--- src/rtl/ifetch_prefetch_if.sv ---
// Pipelined Wishbone B4 bundle for the instruction fetch bus.
// The controller side only reads: we is tied low, sel to all lanes.
interface wishbone;
  logic        cyc;
  logic        stb;
  logic        we;
  logic [31:0] adr;
  logic [3:0]  sel;
  logic [31:0] dat_r;
  logic        ack;
  logic        err;
  logic        stall;

  modport controller (
    output cyc, stb, we, adr, sel,
    input  dat_r, ack, err, stall
  );

  modport target (
    input  cyc, stb, we, adr, sel,
    output dat_r, ack, err, stall
  );
endinterface

--- src/rtl/ifetch_prefetch.sv ---
// Sequential instruction prefetch queue on a pipelined Wishbone bus.
// Define IFETCH_FAULT_EN to expose o_fault and halt fetch on bus error.
module ifetch_prefetch #(
  parameter logic [31:0] INIT_PC = 32'h1000_0000,
  parameter int unsigned DEPTH   = 4
) (
  input  logic        i_clk,
  input  logic        i_rst_n,
  wishbone.controller wb,
  input  logic        i_redirect,
  input  logic [31:0] i_redirect_addr,
  output logic        o_valid,
  output logic [31:0] o_instr,
  output logic [31:0] o_pc,
  input  logic        i_ready
`ifdef IFETCH_FAULT_EN
  ,
  output logic        o_fault
`endif
);

  localparam int unsigned AW = $clog2(DEPTH);
  localparam int unsigned CW = AW + 1;
  localparam logic [31:0] NOP = 32'h0000_0013;

  typedef enum logic [1:0] {
    RUN,
    ABORT,
    HALT
  } state_e;

  typedef struct packed {
`ifdef IFETCH_FAULT_EN
    logic        fault;
`endif
    logic [31:0] instr;
    logic [31:0] pc;
  } entry_t;

  state_e        state_q, state_d;
  logic [31:0]   req_pc_q, req_pc_d;
  logic [31:0]   resp_pc_q, resp_pc_d;
  logic [CW-1:0] count_q, count_d;
  logic [CW-1:0] outst_q, outst_d;
  logic [AW-1:0] wr_ptr_q, wr_ptr_d;
  logic [AW-1:0] rd_ptr_q, rd_ptr_d;
  logic          cyc_q, cyc_d;
  logic          stb_q, stb_d;
  entry_t        mem_q [DEPTH];
  entry_t        mem_d [DEPTH];

  logic          issue;
  logic          resp;
  logic          pop;
  logic [CW:0]   credit;
  logic [31:0]   redir_pc;
  entry_t        wr_entry;
  entry_t        head;

  assign redir_pc = i_redirect_addr & 32'hFFFF_FFFC;
  assign issue    = stb_q & ~wb.stall;
  assign resp     = cyc_q & (wb.ack | wb.err)
                  & (outst_q != '0);
  assign pop      = o_valid & i_ready;

  always_comb begin
    wr_entry    = '0;
    wr_entry.pc = resp_pc_q;
`ifdef IFETCH_FAULT_EN
    wr_entry.instr = wb.err ? 32'h0 : wb.dat_r;
    wr_entry.fault = wb.err;
`else
    wr_entry.instr = wb.err ? NOP : wb.dat_r;
`endif
  end

  always_comb begin
    state_d   = state_q;
    req_pc_d  = req_pc_q;
    resp_pc_d = resp_pc_q;
    count_d   = count_q;
    outst_d   = outst_q;
    wr_ptr_d  = wr_ptr_q;
    rd_ptr_d  = rd_ptr_q;
    mem_d     = mem_q;
    if (i_redirect) begin
      // Responses and the FIFO die here; a pop
      // this cycle still counts as consumed.
      state_d   = ABORT;
      req_pc_d  = redir_pc;
      resp_pc_d = redir_pc;
      count_d   = '0;
      outst_d   = '0;
      wr_ptr_d  = '0;
      rd_ptr_d  = '0;
    end else begin
      if (state_q == ABORT) state_d = RUN;
      if (issue) begin
        req_pc_d = req_pc_q + 32'd4;
        outst_d  = outst_d + 1'b1;
      end
      if (resp) begin
        mem_d[wr_ptr_q] = wr_entry;
        wr_ptr_d  = wr_ptr_q + 1'b1;
        resp_pc_d = resp_pc_q + 32'd4;
        outst_d   = outst_d - 1'b1;
`ifdef IFETCH_FAULT_EN
        if (wb.err) state_d = HALT;
`endif
      end
      if (pop) rd_ptr_d = rd_ptr_q + 1'b1;
      count_d = count_q + CW'(resp) - CW'(pop);
    end
  end

  // Bus strobes are registered, so derive
  // them from the next-state credit.
  always_comb begin
    credit = {1'b0, outst_d} + {1'b0, count_d};
    stb_d  = (state_d == RUN)
           && (credit < (CW+1)'(DEPTH));
    cyc_d  = stb_d
           || ((state_d != ABORT) && (outst_d != '0));
  end

  always_ff @(posedge i_clk) begin
    if (!i_rst_n) begin
      state_q   <= RUN;
      req_pc_q  <= INIT_PC;
      resp_pc_q <= INIT_PC;
      count_q   <= '0;
      outst_q   <= '0;
      wr_ptr_q  <= '0;
      rd_ptr_q  <= '0;
      cyc_q     <= 1'b0;
      stb_q     <= 1'b0;
    end else begin
      state_q   <= state_d;
      req_pc_q  <= req_pc_d;
      resp_pc_q <= resp_pc_d;
      count_q   <= count_d;
      outst_q   <= outst_d;
      wr_ptr_q  <= wr_ptr_d;
      rd_ptr_q  <= rd_ptr_d;
      cyc_q     <= cyc_d;
      stb_q     <= stb_d;
    end
  end

  always_ff @(posedge i_clk) begin
    mem_q <= mem_d;
  end

  assign head    = mem_q[rd_ptr_q];
  assign o_valid = (count_q != '0);
  assign o_instr = o_valid ? head.instr : 32'h0;
  assign o_pc    = o_valid ? head.pc : 32'h0;
`ifdef IFETCH_FAULT_EN
  assign o_fault = o_valid & head.fault;
`endif

  assign wb.cyc = cyc_q;
  assign wb.stb = stb_q;
  assign wb.adr = req_pc_q;
  assign wb.we  = 1'b0;
  assign wb.sel = 4'hF;

endmodule

--- src/flat_wrapper.sv ---
// flat-port wrapper written by rule: the top's interface ports become plain ports
module ifetch_prefetch_flat 
#(
  parameter logic [31:0] INIT_PC = 32'h1000_0000,
  parameter int unsigned DEPTH   = 4
)
  (i_clk, i_rst_n, i_redirect, i_redirect_addr, o_valid, o_instr, o_pc, i_ready, wb_cyc, wb_stb, wb_we, wb_adr, wb_sel, wb_dat_r, wb_ack, wb_err, wb_stall);
  wishbone wb_i ();
  input  logic i_clk;
  input  logic i_rst_n;
  input  logic i_redirect;
  input  logic [31:0] i_redirect_addr;
  output logic o_valid;
  output logic [31:0] o_instr;
  output logic [31:0] o_pc;
  input  logic i_ready;
  output wire logic [$bits(wb_i.cyc)-1:0] wb_cyc;
  output wire logic [$bits(wb_i.stb)-1:0] wb_stb;
  output wire logic [$bits(wb_i.we)-1:0] wb_we;
  output wire logic [$bits(wb_i.adr)-1:0] wb_adr;
  output wire logic [$bits(wb_i.sel)-1:0] wb_sel;
  input wire logic [$bits(wb_i.dat_r)-1:0] wb_dat_r;
  input wire logic [$bits(wb_i.ack)-1:0] wb_ack;
  input wire logic [$bits(wb_i.err)-1:0] wb_err;
  input wire logic [$bits(wb_i.stall)-1:0] wb_stall;
  assign wb_cyc = wb_i.cyc;
  assign wb_stb = wb_i.stb;
  assign wb_we = wb_i.we;
  assign wb_adr = wb_i.adr;
  assign wb_sel = wb_i.sel;
  assign wb_i.dat_r = wb_dat_r;
  assign wb_i.ack = wb_ack;
  assign wb_i.err = wb_err;
  assign wb_i.stall = wb_stall;
  ifetch_prefetch #(.INIT_PC(INIT_PC), .DEPTH(DEPTH)) u_core (.i_clk(i_clk), .i_rst_n(i_rst_n), .wb(wb_i), .i_redirect(i_redirect), .i_redirect_addr(i_redirect_addr), .o_valid(o_valid), .o_instr(o_instr), .o_pc(o_pc), .i_ready(i_ready));
endmodule
--- config.mk ---
export PLATFORM = sky130hd
export DESIGN_NAME = ifetch_prefetch_flat
export DESIGN_NICKNAME = d
export VERILOG_FILES = /design/src/rtl/ifetch_prefetch_if.sv /design/src/rtl/ifetch_prefetch.sv /design/src/flat_wrapper.sv
export SDC_FILE = /design/constraint.sdc
export NUM_CORES = 1
export LEC_CHECK = 0
export CAP_MARGIN = 20
export CORE_MARGIN = 2
export CORE_UTILIZATION = 39
export CTS_BUF_LIST = sky130_fd_sc_hd__clkbuf_2 sky130_fd_sc_hd__clkbuf_4 sky130_fd_sc_hd__clkbuf_8
export DETAILED_ROUTE_END_ITERATION = 12
export GPL_TIMING_DRIVEN = 0
export PLACE_DENSITY = 0.62
export SYNTH_ARGS = -nofsm -noshare
export SYNTH_HDL_FRONTEND = slang
export SYNTH_SLANG_ARGS = --single-unit
--- constraint.sdc ---
create_clock -name i_clk -period 7.9 [get_ports i_clk]
set_clock_uncertainty 0.05 [all_clocks]
set_input_delay 1.58 -clock i_clk [delete_from_list [all_inputs] [get_ports i_clk]]
set_output_delay 1.58 -clock i_clk [all_outputs]
set_load 0.03 [all_outputs]
======== Word-level counts from Yosys, hierarchy flattened ========
Index checks and enable logic that the tools add are counted.
word-level totals
  bits in registers ....................... 334
  input port bits ......................... 71
  output and inout port bits .............. 104
  logic and storage cells ................. 76
operators by class
  $add $sub $neg .......................... 9
  order comparisons ....................... 4
  equal/unequal tests ..................... 2
  muxes and demuxes ....................... 20
  bitwise operators ....................... 10
  reduce and logical (&&, ||, !) cells .... 12
operator list
  kind                                                                    number
  256-bit bitwise mux                                                     1
  32-bit 2-to-1 mux                                                       7
  64-bit 2-to-1 mux                                                       3
  64-bit binary-select mux with 2-bit select                              1
  64-bit demux with 2-bit select                                          1
  32-bit by 3-bit adder with 32-bit output (second input constant)        2
  3-bit 2-to-1 mux                                                        5
  3-bit nonzero test                                                      3
  3-bit >= comparator (second input constant)                             2
  2-bit NOT with 3-bit output                                             2
  2-bit by 1-bit adder with 2-bit output (second input constant)          2
  3-bit by 3-bit adder with 4-bit output                                  1
  1-bit AND                                                               4
  4-bit by 3-bit < comparator with 1-bit output (second input constant)   1
  2-bit 2-to-1 mux                                                        2
  2-bit nonzero test                                                      2
  3-bit by 1-bit adder with 3-bit output                                  1
  3-bit by 1-bit adder with 3-bit output (second input constant)          1
  1-bit logical AND                                                       3
  3-bit by 1-bit < comparator with 1-bit output (second input constant)   1
  1-bit NOT                                                               3
  3-bit by 1-bit subtractor with 3-bit output                             1
  3-bit by 1-bit subtractor with 3-bit output (second input constant)     1
  2-bit by 1-bit equality test with 1-bit output (second input constant)  1
  other kinds (6)                                                         6

======== Longest topological paths before layout ========
  depth in word-level cells ............... 11
  mapped depth ............................ 14
  mapped depth without buffers ............ 13

======== Worst setup path before layout ========
OpenSTA, ideal clock, no wires.
  path type ............................... in2reg
  from .................................... input wb_err
  to ...................................... register u_core.mem_q[100] (netlist bit), enable pin
  setup time .............................. 427 ps
  arrival time ............................ 3,851 ps
  data required time ...................... 7,423 ps
  path slack .............................. 3,573 ps
  stages .................................. 5
  path buffers ............................ 1
  path through ............................ o21ai_2 > or2_2 > inv_1 > buf_2 > and3_1
on the way
  word-level cells in the longest chain between the ends .. 4
RTL lines
  element                        RTL line                text
  start: declaration             flat_wrapper.sv:24      input wire logic [$bits(wb_i.err)-1:0] wb_err;
  1-bit OR                       ifetch_prefetch.sv:62   assign resp = cyc_q & (wb.ack | wb.err)
  1-bit AND                      ifetch_prefetch.sv:62
  1-bit AND                      ifetch_prefetch.sv:63   & (outst_q != '0);
  named net u_core.resp          ifetch_prefetch.sv:53   logic resp;
  2-bit AND reduction (no line)  --
  end signal: assignment         ifetch_prefetch.sv:151  mem_q <= mem_d;
  end: declaration               ifetch_prefetch.sv:49   entry_t mem_q [DEPTH];
The timed path passes the listed nets, and every way through them passes these cells.
A chain may end at the register's enable or synchronous reset.

======== Worst setup path in the final report ========
  from .................................... input wb_err
  to ...................................... register u_core.stb_q (netlist: u_core.wb.stb)
on the way
  word-level cells in the longest chain between the ends .. 9
  elaborated cells on any way between the ends .. 11
  classes of those cells .................. add/sub (3); order compare (1); mux (3); bitwise (3); reduce/logical (1)
RTL lines
  element                                        RTL line                text
  1-bit OR                                       ifetch_prefetch.sv:62
  1-bit AND                                      ifetch_prefetch.sv:62
  1-bit AND                                      ifetch_prefetch.sv:63
  named net u_core.resp                          ifetch_prefetch.sv:53
  3-bit by 1-bit adder with 3-bit output         ifetch_prefetch.sv:112  count_d = count_q + CW'(resp) - CW'(pop);
  3-bit by 1-bit subtractor with 3-bit output    ifetch_prefetch.sv:112
  3-bit 2-to-1 mux                               ifetch_prefetch.sv:86   if (i_redirect) begin
  named net u_core.count_d[2]                    ifetch_prefetch.sv:43   logic [CW-1:0] count_q, count_d;
  3-bit by 3-bit adder with 4-bit output         ifetch_prefetch.sv:119  credit = {1'b0, outst_d} + {1'b0, count_d};
  4-bit by 3-bit < comparator with 1-bit output  ifetch_prefetch.sv:121  && (credit < (CW+1)'(DEPTH));
  1-bit logical AND                              ifetch_prefetch.sv:121
  end signal: assignment                         ifetch_prefetch.sv:146  stb_q <= stb_d;
  end: declaration                               ifetch_prefetch.sv:48   logic stb_q, stb_d;
The timed path passes the listed nets, and every way through them passes these cells.

==> flow_summary.yaml <==
yosys:
  synth-simple-area-share: 0.105
  synthCells: 861
  synth-compound-area-share: 0.0429
  synth_mux_area_frac: 0.107
  netlist.area_leader.share: 0.561
  ys_top_cells_by_area: "edfxtp_1 56%, dfxtp_1 11%, mux4_2 11%"
  avgSynthCellArea_sq_um: 15.4
  ys_ff_latch: 321
  synth_top_family_by_area: "multiplexers"
  synth.distinct_cells: 46
  synth_area_leader_cell: "edfxtp_1"
  synth-async-reset-ratio: 0
  synth_xor_area_frac: 0.0369
  synthesis.area_sq_um: 13300
  synthAdderAreaFrac: 0.0138
  yosysSeqAreaShare: 0.671
  synthFlopType: "edfxtp_1"
  synth_warnings: 0
  synth_edf_count: 248
timing:
  slew_headroom: 0.308
  holdWs_ns: 0.438
  worstMarginPinSlew_ns: 1.03
  min_period_ns: 4.96
  setup_viol: 0
  hold_violations: 0
  fin_crit_sh: 0.628
  rsz0062_at_grt: "false"
  finalMaxSlewViolations: 0
  max_freq_ghz: 0.202
  fin_tns_setup_ns: 0
clock_network:
  clk_pin_slew_ns: 0.06
  h-tree-depth: 2
  cts_resized: 0
  cts_setup_buffers: 0
  numCtsBuffers: 53
  insertion_delay_ns: 0.58
  clk_path_buf_depth: 3
  cts_sinks: 321
  root_buffer: "clkbuf_8"
  cts_tree: "done"
  hold_buffers: 0
placement:
  portBuffers: 162
  post-dp-hpwl_mm: 19.5
  place_area_sq_um: 15600
  gp_congestion: 0.845
setup_path:
  critPathMaxFanout: 10
  cp-end-kind: "flip-flop"
  cp.required_ns: 8.31
  start_kind: "primary input"
  arrival_ns: 5.37
  worstSetupPathType: "primary input to flip-flop"
worst_hold_path:
  hp-class: "flip-flop to flip-flop"
die:
  core_area_sq_um: 33500
  ios: 175
  die_area_sq_um: 35600
  num_rows: 67
  die_w_um: 189
  start_util: 0.396
  die_y_um: 189
route:
  drt_iter0_drc: 516
  via_per_inst: 5.07
  remaining_drc_errors: 0
  wirelength_mm: 29.7
  ant_nets: 0
  num_vias: 8022
  routedWlPerCell_um: 18.8
  drtPass1Iterations: 5
pwr:
  leakage_uw: 0.00551
  p_per_area_nw_per_um2: 208
  netSwitchingFraction: 0.222
  p_int_uw: 2700
  switching_power_uw: 773
  p_seq_frac: 0.542
  total_power_uw: 3470
  ir_drop_mv: 0.119
  pwr-share-clk: 0.405
  p_comb_frac: 0.053
outcome:
  status: "completed"
final_layout:
  antenna_cells: 0
  n_fill_cell: 2905
  nNetsFinal: 1176
  postLayoutCellArea_sq_um: 16700
  layout_common_cells: "248 x edfxtp_1, 162 x clkdlybuf4s50_1, 73 x dfxtp_1"
  drive_gt1_frac: 0.167
  mostFrequentLayoutCell: "edfxtp_1"
  syn_to_final_growth_pct: 25.6
global_routing:
  antenna_found_initial: 1
  grt-ovfl-total: 0
  grt_pass1_vias: 8239
  grt_max_degree: 50
  grt_pass1_wl_mm: 45.9
  grt_usage: 0.168
flow_run:
  cap_violations: 0
## routing by layer
metal / track usage / up-vias / share of wire
li1: - / 3747 / -
met1: 0.227 / 3953 / 0.44
met2: 0.271 / 280 / 0.47
met3: 0.0387 / 40 / 0.069
met4: 0.0484 / 2 / 0.020
met5: 0 / - / 0.00044
## critical path: stages
cell and delay [ns]:
clkdlybuf4s50_1 0.77, o21ai_2 0.22, or2_2 0.36, inv_1 0.14, buf_2 0.26, ha_1 0.19, inv_1 0.05, fa_1 0.38
xnor2_1 0.27, nor2_1 0.07, ha_1 0.27, or4_1 0.55, a311oi_1 0.27
## power by group through the flow
stage	Combinational (uW)	Clock, uW	Sequential [uW]
floorplan	75.9	0	1930
finish	184	1410	1880
CTS	186	1450	1880
detailed placement	184	0	1920
global route	200	1530	1890
global placement	182	0	1910
## Yosys cell counts (12+ instances only)
cell type  number
edfxtp_1      248
dfxtp_1        73
and2_1         65
mux4_2         62
a21oi_1        52
xor2_1         44
clkbuf_1       33
o21ai_0        33
nor2b_1        32
nand2_1        26
nand3_1        23
nand4_1        18
and3_1         16
inv_1          15
nor2_1         15
ha_1           13
xnor2_1        12
## worst paths after layout
check / cells past startpoint / startpoint / endpoint / slack [ns]
max reg2reg: 13 / u_core.count_q[1] / u_core.wb.stb / 3.89
max: 13 / wb_err / u_core.wb.stb / 2.94
min: 1 / u_core.state_q[1] / u_core.state_q[1] / 0.44
min reg2reg: 1 / u_core.state_q[1] / u_core.state_q[1] / 0.44
## state kept, by name, summed over array words and instances (netlist names)
signal and count:
u_core.outst_q 3, u_core.wb.adr 30, u_core.state_q 1, u_core.resp_pc_q 30
u_core.count_q 3, u_core.wb.stb 1, u_core.wr_ptr_q 2, u_core.wb.cyc 1
u_core.mem_q 248, u_core.rd_ptr_q 2
## metrics by stage
step           utilization  setup WS [ns]  std cells
5_1_grt              0.497           2.75       1581
3_5_place_dp         0.466           2.39       1484
4_1_cts              0.497           2.95       1581
3_3_place_gp         0.462           1.42       1478
6_report             0.497           2.94       1581
2_1_floorplan            -           3.57        868
## cells by family after synthesis
| logic type | count (synthesis) |
|---|---|
| flip-flops | 321 |
| AO/OA/AOI/OAI | 105 |
| adder cells (fa/ha/maj) | 14 |
| multiplexers | 65 |
| AND/OR/NAND/NOR | 232 |
| buffers and inverters | 66 |
| XOR/XNOR | 56 |
| other | 2 |
## area by class of cell
| cell class | count | area [sq um] | area share |
|---|---|---|---|
| Clock buffer | 80 | 957 | 0.0574 |
| Tap cell | 448 | 561 | 0.0336 |
| Timing Repair Buffer | 168 | 1750 | 0.105 |
| Inverter | 15 | 56.3 | 0.00338 |
| Sequential cell | 321 | 8910 | 0.534 |
| Multi-Input combinational cell | 481 | 4120 | 0.247 |
| Clock inverter | 17 | 83.8 | 0.00503 |
| Buffer | 51 | 241 | 0.0145 |
No activity file was read; power rests on OpenSTA's default activity.
